`src/rtl/clock_set_pkg.sv`:
```
// Shared encodings and default timing for the clock set-mode controller.
// Mode codes are also decoded by the display mux.
package clock_set_pkg;

  localparam logic [1:0] MODE_RUN  = 2'd0;
  localparam logic [1:0] MODE_HOUR = 2'd1;
  localparam logic [1:0] MODE_MIN  = 2'd2;
  localparam logic [1:0] MODE_SEC  = 2'd3;

  // Defaults assume a 100 Hz i_tick.
  localparam int DEF_HOLD_TICKS    = 50;
  localparam int DEF_REPEAT_TICKS  = 10;
  localparam int DEF_TIMEOUT_TICKS = 1000;
  localparam int DEF_BLINK_TICKS   = 50;

  typedef enum logic [1:0] {
    ST_RUN  = MODE_RUN,
    ST_HOUR = MODE_HOUR,
    ST_MIN  = MODE_MIN,
    ST_SEC  = MODE_SEC
  } state_t;

  function automatic state_t next_mode(input state_t s);
    case (s)
      ST_RUN:  next_mode = ST_HOUR;
      ST_HOUR: next_mode = ST_MIN;
      ST_MIN:  next_mode = ST_SEC;
      default: next_mode = ST_RUN;
    endcase
  endfunction

endpackage

```
`src/rtl/clock_set_repeat.sv`:
```
// Up-button edge detect plus hold/auto-repeat timer; emits a single
// one-cycle pulse per requested increment.
module clock_set_repeat
  import clock_set_pkg::*;
#(
  parameter int HOLD_TICKS   = DEF_HOLD_TICKS,
  parameter int REPEAT_TICKS = DEF_REPEAT_TICKS
) (
  input  logic clk,
  input  logic rst,
  input  logic i_up,
  input  logic i_tick,
  input  logic i_clr,
  input  logic i_wait,
  output logic o_pulse
);

  localparam int HW = $clog2(HOLD_TICKS + 1);
  localparam int RW = $clog2(REPEAT_TICKS + 1);

  logic          r_up_prev;
  logic          r_rep;
  logic [HW-1:0] r_hold_cnt;
  logic [RW-1:0] r_rep_cnt;

  logic          w_edge, w_quiet, w_hold_hit, w_rep_hit;
  logic [HW-1:0] w_hold_nxt;
  logic [RW-1:0] w_rep_nxt;

  assign w_edge     = i_up & ~r_up_prev;
  assign w_hold_nxt = r_hold_cnt + 1'b1;
  assign w_rep_nxt  = r_rep_cnt + 1'b1;
  assign w_hold_hit = i_tick & ~r_rep & (w_hold_nxt == HW'(HOLD_TICKS));
  assign w_rep_hit  = i_tick &  r_rep & (w_rep_nxt  == RW'(REPEAT_TICKS));
  // Counters idle (and no pulse) while released, cleared or waiting for release.
  assign w_quiet    = i_clr | i_wait | ~i_up;
  assign o_pulse    = ~w_quiet & (w_edge | w_hold_hit | w_rep_hit);

  always_ff @(posedge clk) begin
    if (rst) begin
      r_up_prev  <= 1'b0;
      r_rep      <= 1'b0;
      r_hold_cnt <= '0;
      r_rep_cnt  <= '0;
    end else begin
      r_up_prev <= i_up;
      if (w_quiet) begin
        r_rep      <= 1'b0;
        r_hold_cnt <= '0;
        r_rep_cnt  <= '0;
      end else if (i_tick) begin
        if (!r_rep) begin
          r_hold_cnt <= w_hold_nxt;
          if (w_hold_hit) begin
            r_rep     <= 1'b1;
            r_rep_cnt <= '0;
          end
        end else begin
          r_rep_cnt <= w_rep_hit ? '0 : w_rep_nxt;
        end
      end
    end
  end

endmodule

```
`src/rtl/clock_set_ctrl.sv`:
```
// Set-mode FSM for the clock datapath: mode sequencing, increment strobes,
// digit blink and inactivity timeout, all on the i_tick time base.
module clock_set_ctrl
  import clock_set_pkg::*;
#(
  parameter int HOLD_TICKS    = DEF_HOLD_TICKS,
  parameter int REPEAT_TICKS  = DEF_REPEAT_TICKS,
  parameter int TIMEOUT_TICKS = DEF_TIMEOUT_TICKS,
  parameter int BLINK_TICKS   = DEF_BLINK_TICKS
) (
  input  logic       clk,
  input  logic       rst,
  input  logic       i_tick,
  input  logic       i_btn_mode,
  input  logic       i_btn_up,
  output logic       o_btn_hour,
  output logic       o_btn_min,
  output logic       o_btn_sec,
  output logic [1:0] o_mode,
  output logic       o_blink
);

  localparam int TW = $clog2(TIMEOUT_TICKS + 1);
  localparam int BW = $clog2(BLINK_TICKS + 1);

  state_t        r_state;
  logic          r_wait_release;
  logic [TW-1:0] r_tmo_cnt;
  logic [BW-1:0] r_blink_cnt;
  logic          r_blink;
  logic          r_btn_hour, r_btn_min, r_btn_sec;

  logic w_set, w_tmo_hit, w_trans, w_fire;

  assign w_set     = (r_state != ST_RUN);
  assign w_tmo_hit = w_set & (r_tmo_cnt == TW'(TIMEOUT_TICKS));
  assign w_trans   = i_btn_mode | w_tmo_hit;

  // A transition in the same cycle as an up edge suppresses the strobe.
  clock_set_repeat #(
    .HOLD_TICKS   (HOLD_TICKS),
    .REPEAT_TICKS (REPEAT_TICKS)
  ) u_repeat (
    .clk     (clk),
    .rst     (rst),
    .i_up    (i_btn_up),
    .i_tick  (i_tick),
    .i_clr   (~w_set | w_trans),
    .i_wait  (r_wait_release),
    .o_pulse (w_fire)
  );

  always_ff @(posedge clk) begin
    if (rst) begin
      r_state        <= ST_RUN;
      r_wait_release <= 1'b0;
      r_tmo_cnt      <= '0;
      r_blink_cnt    <= '0;
      r_blink        <= 1'b1;
      r_btn_hour     <= 1'b0;
      r_btn_min      <= 1'b0;
      r_btn_sec      <= 1'b0;
    end else begin
      r_btn_hour <= w_fire & (r_state == ST_HOUR);
      r_btn_min  <= w_fire & (r_state == ST_MIN);
      r_btn_sec  <= w_fire & (r_state == ST_SEC);

      if (i_btn_mode)     r_state <= next_mode(r_state);
      else if (w_tmo_hit) r_state <= ST_RUN;

      if (w_trans)        r_wait_release <= 1'b1;
      else if (!i_btn_up) r_wait_release <= 1'b0;

      // Any activity (held button, strobe, mode press) restarts the timeout.
      if (!w_set || w_trans || w_fire || i_btn_up) r_tmo_cnt <= '0;
      else if (i_tick)                             r_tmo_cnt <= r_tmo_cnt + 1'b1;

      if (!w_set || w_trans || w_fire) begin
        r_blink     <= 1'b1;
        r_blink_cnt <= '0;
      end else if (i_tick) begin
        if (r_blink_cnt == BW'(BLINK_TICKS - 1)) begin
          r_blink     <= ~r_blink;
          r_blink_cnt <= '0;
        end else begin
          r_blink_cnt <= r_blink_cnt + 1'b1;
        end
      end
    end
  end

  assign o_btn_hour = r_btn_hour;
  assign o_btn_min  = r_btn_min;
  assign o_btn_sec  = r_btn_sec;
  assign o_mode     = r_state;
  assign o_blink    = r_blink;

endmodule
```
`config.mk`:
```
export PLATFORM = sky130hd
export DESIGN_NAME = clock_set_ctrl
export DESIGN_NICKNAME = d
export VERILOG_FILES = /design/src/rtl/clock_set_pkg.sv /design/src/rtl/clock_set_repeat.sv /design/src/rtl/clock_set_ctrl.sv
export SDC_FILE = /design/constraint.sdc
export NUM_CORES = 1
export LEC_CHECK = 0
export ABC_CLOCK_PERIOD_IN_PS = 4000
export BUFFER_PORTS_ARGS = -buffer_cell sky130_fd_sc_hd__buf_2
export CORE_MARGIN = 8
export CORE_UTILIZATION = 48
export CTS_CLUSTER_SIZE = 16
export DETAILED_ROUTE_END_ITERATION = 12
export MAX_ROUTING_LAYER = met4
export PLACE_DENSITY = 0.65
export SETUP_SLACK_MARGIN = 0.3
export SLEW_MARGIN = 20
export SYNTH_ARGS = -nofsm -noshare
export SYNTH_HDL_FRONTEND = slang
export SYNTH_SLANG_ARGS = --single-unit
```
`constraint.sdc`:
```
create_clock -name clk -period 4 [get_ports clk]
set_input_delay 0 -clock clk [delete_from_list [all_inputs] [get_ports clk]]
set_output_delay 0 -clock clk [all_outputs]
set_load 0.01 [all_outputs]
```
# After elaboration in Yosys (flattened, before gate mapping)
# Index checks and enable logic that the tools add are counted.
totals:
  ff_bits: 35
  output_inout_bits: 6
classes:
  n_addsub: 4
  n_eq_ne: 8
  muxes: 11
  bitwise: 22
  n_reduce_logical: 14
ops:
  columns: ["operator", "count"]
  rows:
  - ["6-bit by 1-bit adder with 6-bit output (second input constant)", 2]
  - ["6-bit equality test (second input constant)", 2]
  - ["4-bit 2-to-1 mux", 3]
  - ["10-bit by 1-bit adder with 10-bit output (second input constant)", 1]
  - ["1-bit AND", 10]
  - ["10-bit equality test (second input constant)", 1]
  - ["6-bit 2-to-1 mux", 1]
  - ["1-bit NOT", 6]
  - ["1-bit OR", 6]
  - ["2-bit case mux with 3 select lines", 1]
  - ["2-bit AND reduction", 3]
  - ["2-bit nonzero test", 3]
  - ["2-bit OR reduction", 3]
  - ["4-bit by 1-bit adder with 4-bit output (second input constant)", 1]
  - ["2-bit equality test (second input constant)", 2]
  - ["4-bit equality test (second input constant)", 1]
  - ["1-bit 2-to-1 mux", 4]
  - ["2-bit 2-to-1 mux", 2]
  - ["1-bit logical OR", 3]
  - ["2-bit by 1-bit equality test with 1-bit output (second input constant)", 1]
  - ["2-bit logical NOT", 1]
  - ["2-bit by 1-bit inequality test with 1-bit output (second input constant)", 1]
  - ["1-bit logical NOT", 1]

# Depth between registers and ports, before layout
depth:
  word_depth: 11
  depth_mapped: 8
  ltp_nobuf: 7

# Modules after synthesis
# Synthesis repeated with hierarchy kept, for this count alone.
hier_totals:
  hier_cells: 203
  area_unflattened_um2: 1876.8
by_module_without_submodules:
  columns: ["mod", "instances", "cells_each", "area_each_um2"]
  rows:
  - ["clock_set_ctrl", 1, 115, 1136.1]
  - ["clock_set_repeat", 1, 88, 740.7]

# Worst setup path before layout
# OpenSTA, ideal clock, no wires.
synth_timing:
  kind: "register to register"
  startpoint: "reg r_state[0] (netlist: o_mode[0])"
  endpoint: "reg r_btn_hour (netlist: o_btn_hour)"
  setup_ns: 0.135
  arrival_time_ns: 1.732
  required_ns: 3.865
  setup_slack_ns: 2.132
  stages_incl_launch_ff: 9
  path_buffers: 1
  synth_period_minus_slack_ns: 1.868
  path_cell_list: "dfxtp_1 > inv_1 > ha_1 > nor4b_1 > a41oi_2 > nor3b_4 > nand3b_2 > buf_6 > nor3b_2"
synth_between:
  elab_chain_cells: 9
synth_rtl:
  columns: ["item", "line_no", "source"]
  rows:
  - ["start, declared", "clock_set_ctrl.sv:26", "state_t r_state;"]
  - ["start signal, assigned", "clock_set_ctrl.sv:68", "if (i_btn_mode) r_state <= next_mode(r_state);"]
  - ["2-bit nonzero test", "clock_set_ctrl.sv:35", "assign w_set = (r_state != ST_RUN);"]
  - ["1-bit AND", "clock_set_ctrl.sv:36", "assign w_tmo_hit = w_set & (r_tmo_cnt == TW'(TIMEOUT_TICKS));"]
  - ["1-bit OR", "clock_set_ctrl.sv:37", "assign w_trans = i_btn_mode | w_tmo_hit;"]
  - ["1-bit OR", "clock_set_ctrl.sv:48", ".i_clr (~w_set | w_trans),"]
  - ["1-bit OR (2 in series)", "clock_set_repeat.sv:36", "assign w_quiet = i_clr | i_wait | ~i_up;"]
  - ["1-bit NOT", "clock_set_repeat.sv:37", "assign o_pulse = ~w_quiet & (w_edge | w_hold_hit | w_rep_hit);"]
  - ["1-bit AND", "clock_set_repeat.sv:37", null]
  - ["1-bit AND (*)", "clock_set_ctrl.sv:64", "r_btn_hour <= w_fire & (r_state == ST_HOUR);"]
  - ["end signal, assigned", "clock_set_ctrl.sv:64", null]
  - ["end, declared", "clock_set_ctrl.sv:31", "logic r_btn_hour, r_btn_min, r_btn_sec;"]
# Every way passes the cells marked *; elsewhere a longest branch is shown, timed or not.
# A chain may end at the register's enable or synchronous reset.

# Final worst setup path
layout_timing:
  startpoint: "reg r_state[0] (netlist: o_mode[0])"
  endpoint: "reg u_repeat.r_rep_cnt[0]"
layout_between:
  elab_chain_cells: 7
layout_rtl:
  columns: ["item", "line_no", "source"]
  rows:
  - ["2-bit nonzero test (*)", "clock_set_ctrl.sv:35", null]
  - ["1-bit AND", "clock_set_ctrl.sv:36", null]
  - ["1-bit OR", "clock_set_ctrl.sv:37", null]
  - ["1-bit OR (*)", "clock_set_ctrl.sv:48", null]
  - ["1-bit OR (*) (2 in series)", "clock_set_repeat.sv:36", null]
  - ["2-bit OR reduction (no source line) (*)", null, null]
  - ["end signal, assigned", "clock_set_repeat.sv:59", "r_rep_cnt <= w_rep_hit ? '0 : w_rep_nxt;"]
  - ["end, declared", "clock_set_repeat.sv:24", "logic [RW-1:0] r_rep_cnt;"]
# Marked as above.

==> results.md <==
* Status: completed
* Power per standard cell area at 351 mW/mm²
* Initial Util at 0.500
* Io pins at 11
* DIE AREA at 0.00608 mm²
* Row cnt at 22
* Layout area overhead at 11.8%
* Fraction of layout cells with a size suffix above 1 at 0.135
* RSZ-0062 raised after global routing: false
* Final GP Congestion at 0.832
* Slew headroom at 0.626
* Residual overflow from global routing at 0
* Hold Vio Cnt, Final at 0
* Die width at 78.0 µm
* Largest net degree at the start of global routing at 22
* Switching share of total power at 0.213
* Max Cap Viol at 0
* Final setup TNS at 0 ns
* Core Footprint at 0.00369 mm²
* Mapped Nets at 225
* Startpoint Class: flip-flop
* Post-synth EDFFs at 0
* Fill count at 349
* Worst-margin pin slew at 0.560 ns
* WP data required at 4.20 ns
* Iter 0 DRT Violations at 68
* Diode count at 0
* Clk pwr share at 0.455
* Tmin final at 2.06 ns
* Post-synthesis async set-or-reset flop share at 0
* Clk Latency, worst-skew pair at 0.29 ns
* Worst-path cell chain: inv_1 > ha_1 > nor4b_1 > a41oi_2 > nor3b_4 > nand3b_2 > a311oi_1
* Setup-failing EPs final at 0
* Post-Syn Instances at 208
* Critical path's top delay family: simple AND/OR/NAND/NOR gates
* LEAKAGE at 0.761 nW
* Seq pwr share at 0.492
* CP Capture Type: flip-flop
* WL per Instance at 12.8 µm
* Worst Path Arrival at 2.26 ns
* CTS Buf Count at 5
* Vias in the first global route at 1,408
* Worst setup path category: flip-flop to flip-flop
* Slew Limit Fails at 0
* Number of nets in the layout at 239
* Final Core Density at 0.559
* Via density at 5.35
* Pre-Repair DR Iteration Count at 4
* Maximum vdd ir drop at 0.000195 V
* Initial antenna violation count at 0
* First-pass GRT wire length at 6040 µm
* Buf+Inv Stages, Crit Path at 1
* Worst-path maximum fanout at 14
* Distinct cells, synth at 45
* Die height at 78.0 µm
* Port bufs at 10
* Synth Area per Inst at 8.86 µm²
* Switch Pwr at 154 µW
* CTS tree: built
* CTS sink count at 35
* Fin cells at 271
* Max frequency at 485 MHz
* ANT nets after route at 0
* Synth Flop Type: dfxtp_1
* Part of the cycle the worst path needs at 0.516
* H-tree levels at 2
* Mapped cell area at 0.00184 mm²
* Detailed placement HPWL at 2560 µm
* Yosys reg bits at 35
* DRC Markers at 0
* Slowest cell on crit path: dfxtp_1
* Yosys warns at 0
* Hold slack at 0.0237 ns
* Logic pwr share at 0.053
* Via count of the routed design at 1,450
* Placed cells at 261
* Pint at 569 µW
* All-Layer GR Usage at 0.124
* Delay of the slowest cell on the worst path at 0.35 ns
* Min-delay worst type: input port to flip-flop
* Worst-path clk slew at 0.07 ns
* Final wirelength at 3480 µm
* Clock Tree Root: clkbuf_8
* Longest Clk Path Bufs at 2
* Sequential cell area fraction in the yosys report at 0.380
* Clock Skews at 0.00668 ns
-- path summary, 6_finish.rpt --
kind / start / endpoint / slack (ns) / cells past startpoint
hold / removal: i_btn_up / r_wait_release / 0.02 / 3
hold reg to reg: r_wait_release / r_wait_release / 0.50 / 2
setup reg to reg: o_mode[0] / u_repeat.r_rep_cnt[0] / 1.94 / 7
setup / recovery: o_mode[0] / u_repeat.r_rep_cnt[0] / 1.94 / 7
-- power groups by stage --
stage / logic (mW) / clock network, mW / registers, mW
after CTS: 0.0383 / 0.339 / 0.355
after detailed placement: 0.0366 / 0 / 0.364
after global placement: 0.0352 / 0 / 0.363
after floorplan: 0.0251 / 0 / 0.364
final: 0.0380 / 0.329 / 0.356
after global routing: 0.0424 / 0.348 / 0.356
-- synthesized netlist by cell type, drive strengths merged (2+ instances only) --
cell type,n,area (µm²)
dfxtp,35,701
nand3,4,20.0
xnor2,9,78.8
a311oi,2,17.5
o21ai,4,20.0
nor4,2,12.5
nand2,19,71.3
mux2i,3,30.0
and4,2,17.5
and3,3,18.8
nor3,5,25.0
buf,5,30.0
and2,2,12.5
inv,12,45.0
nand2b,3,18.8
nor2,29,109
a21oi,11,55.1
or2,3,18.8
a211oi,3,37.5
nor3b,6,61.3
ha,12,150
xor2,10,87.6
nand4,6,37.5
-- placed cells by master (no fill, tap or decap), drive strengths merged, types with 4 or more instances in the layout --
cell type	netlist	routed
clkbuf	0	6
a21oi	11	11
nor2	29	29
nor3b	6	6
buf	5	10
nand4	6	6
ha	12	12
nand3	4	4
nand2	19	19
dfxtp	35	35
xnor2	9	9
inv	12	12
nor3	5	5
xor2	10	10
o21ai	4	4
-- area by class of cell --
type / instances / area, µm² / area share
Timing Repair Buffer: 12 / 70.1 / 0.0340
Tap cell: 48 / 60.1 / 0.0291
Inverter: 12 / 45.0 / 0.0219
Multi-Input combinational cell: 156 / 1070 / 0.518
Clock buffer: 6 / 82.6 / 0.0401
Sequential cell: 35 / 701 / 0.340
Clock inverter: 2 / 35.0 / 0.0170
-- timing repair --
action / in CTS / in global routing
gates resized for setup: 0 / 0
hold buffers: 2 / 0
hold endpoints to repair: 4 / 0
setup buffers: 0 / 0
-- flip-flops by register name, indices dropped and copies added, names as in the netlist, 2 cells and up --
register,flops
r_tmo_cnt,10
r_blink_cnt,6
u_repeat.r_hold_cnt,6
u_repeat.r_rep_cnt,4
o_mode,2
-- worst min-delay path, delay by kind of cell --
kind | cells | cell delay [ns]
compound gates | 1 | 0.06
simple gates | 1 | 0.07
buf+inv | 1 | 0.13
-- stage by stage --
step                instance area, µm²  worst slack, ns  power, mW
finish                            2060             1.94      0.722
global route                      2060             1.70      0.746
CTS                               2060             1.93      0.733
detailed placement                1920             1.95      0.400
global placement                  1920             2.07      0.398
floorplan                         1840             2.13      0.389
-- cells by family after synthesis --
logic type / share of synthesized area
and+or+nand+nor: 0.267
xor gates and xnor gates: 0.0903
buffers and inverters: 0.0407
AOI/OAI and AO/OA: 0.124
adders and majority gates: 0.0815
muxes: 0.0163
DFF: 0.380
-- layer usage --
metal / vias to the layer above / GRT usage / routed length (µm)
met5: - / - / 0
met2: 20 / 0.204 / 1720
met3: 9 / 0.0415 / 125
met1: 676 / 0.131 / 1560
li1: 745 / - / -
met4: 0 / 0.0593 / 76
No activity file was read; power rests on OpenSTA's default activity.
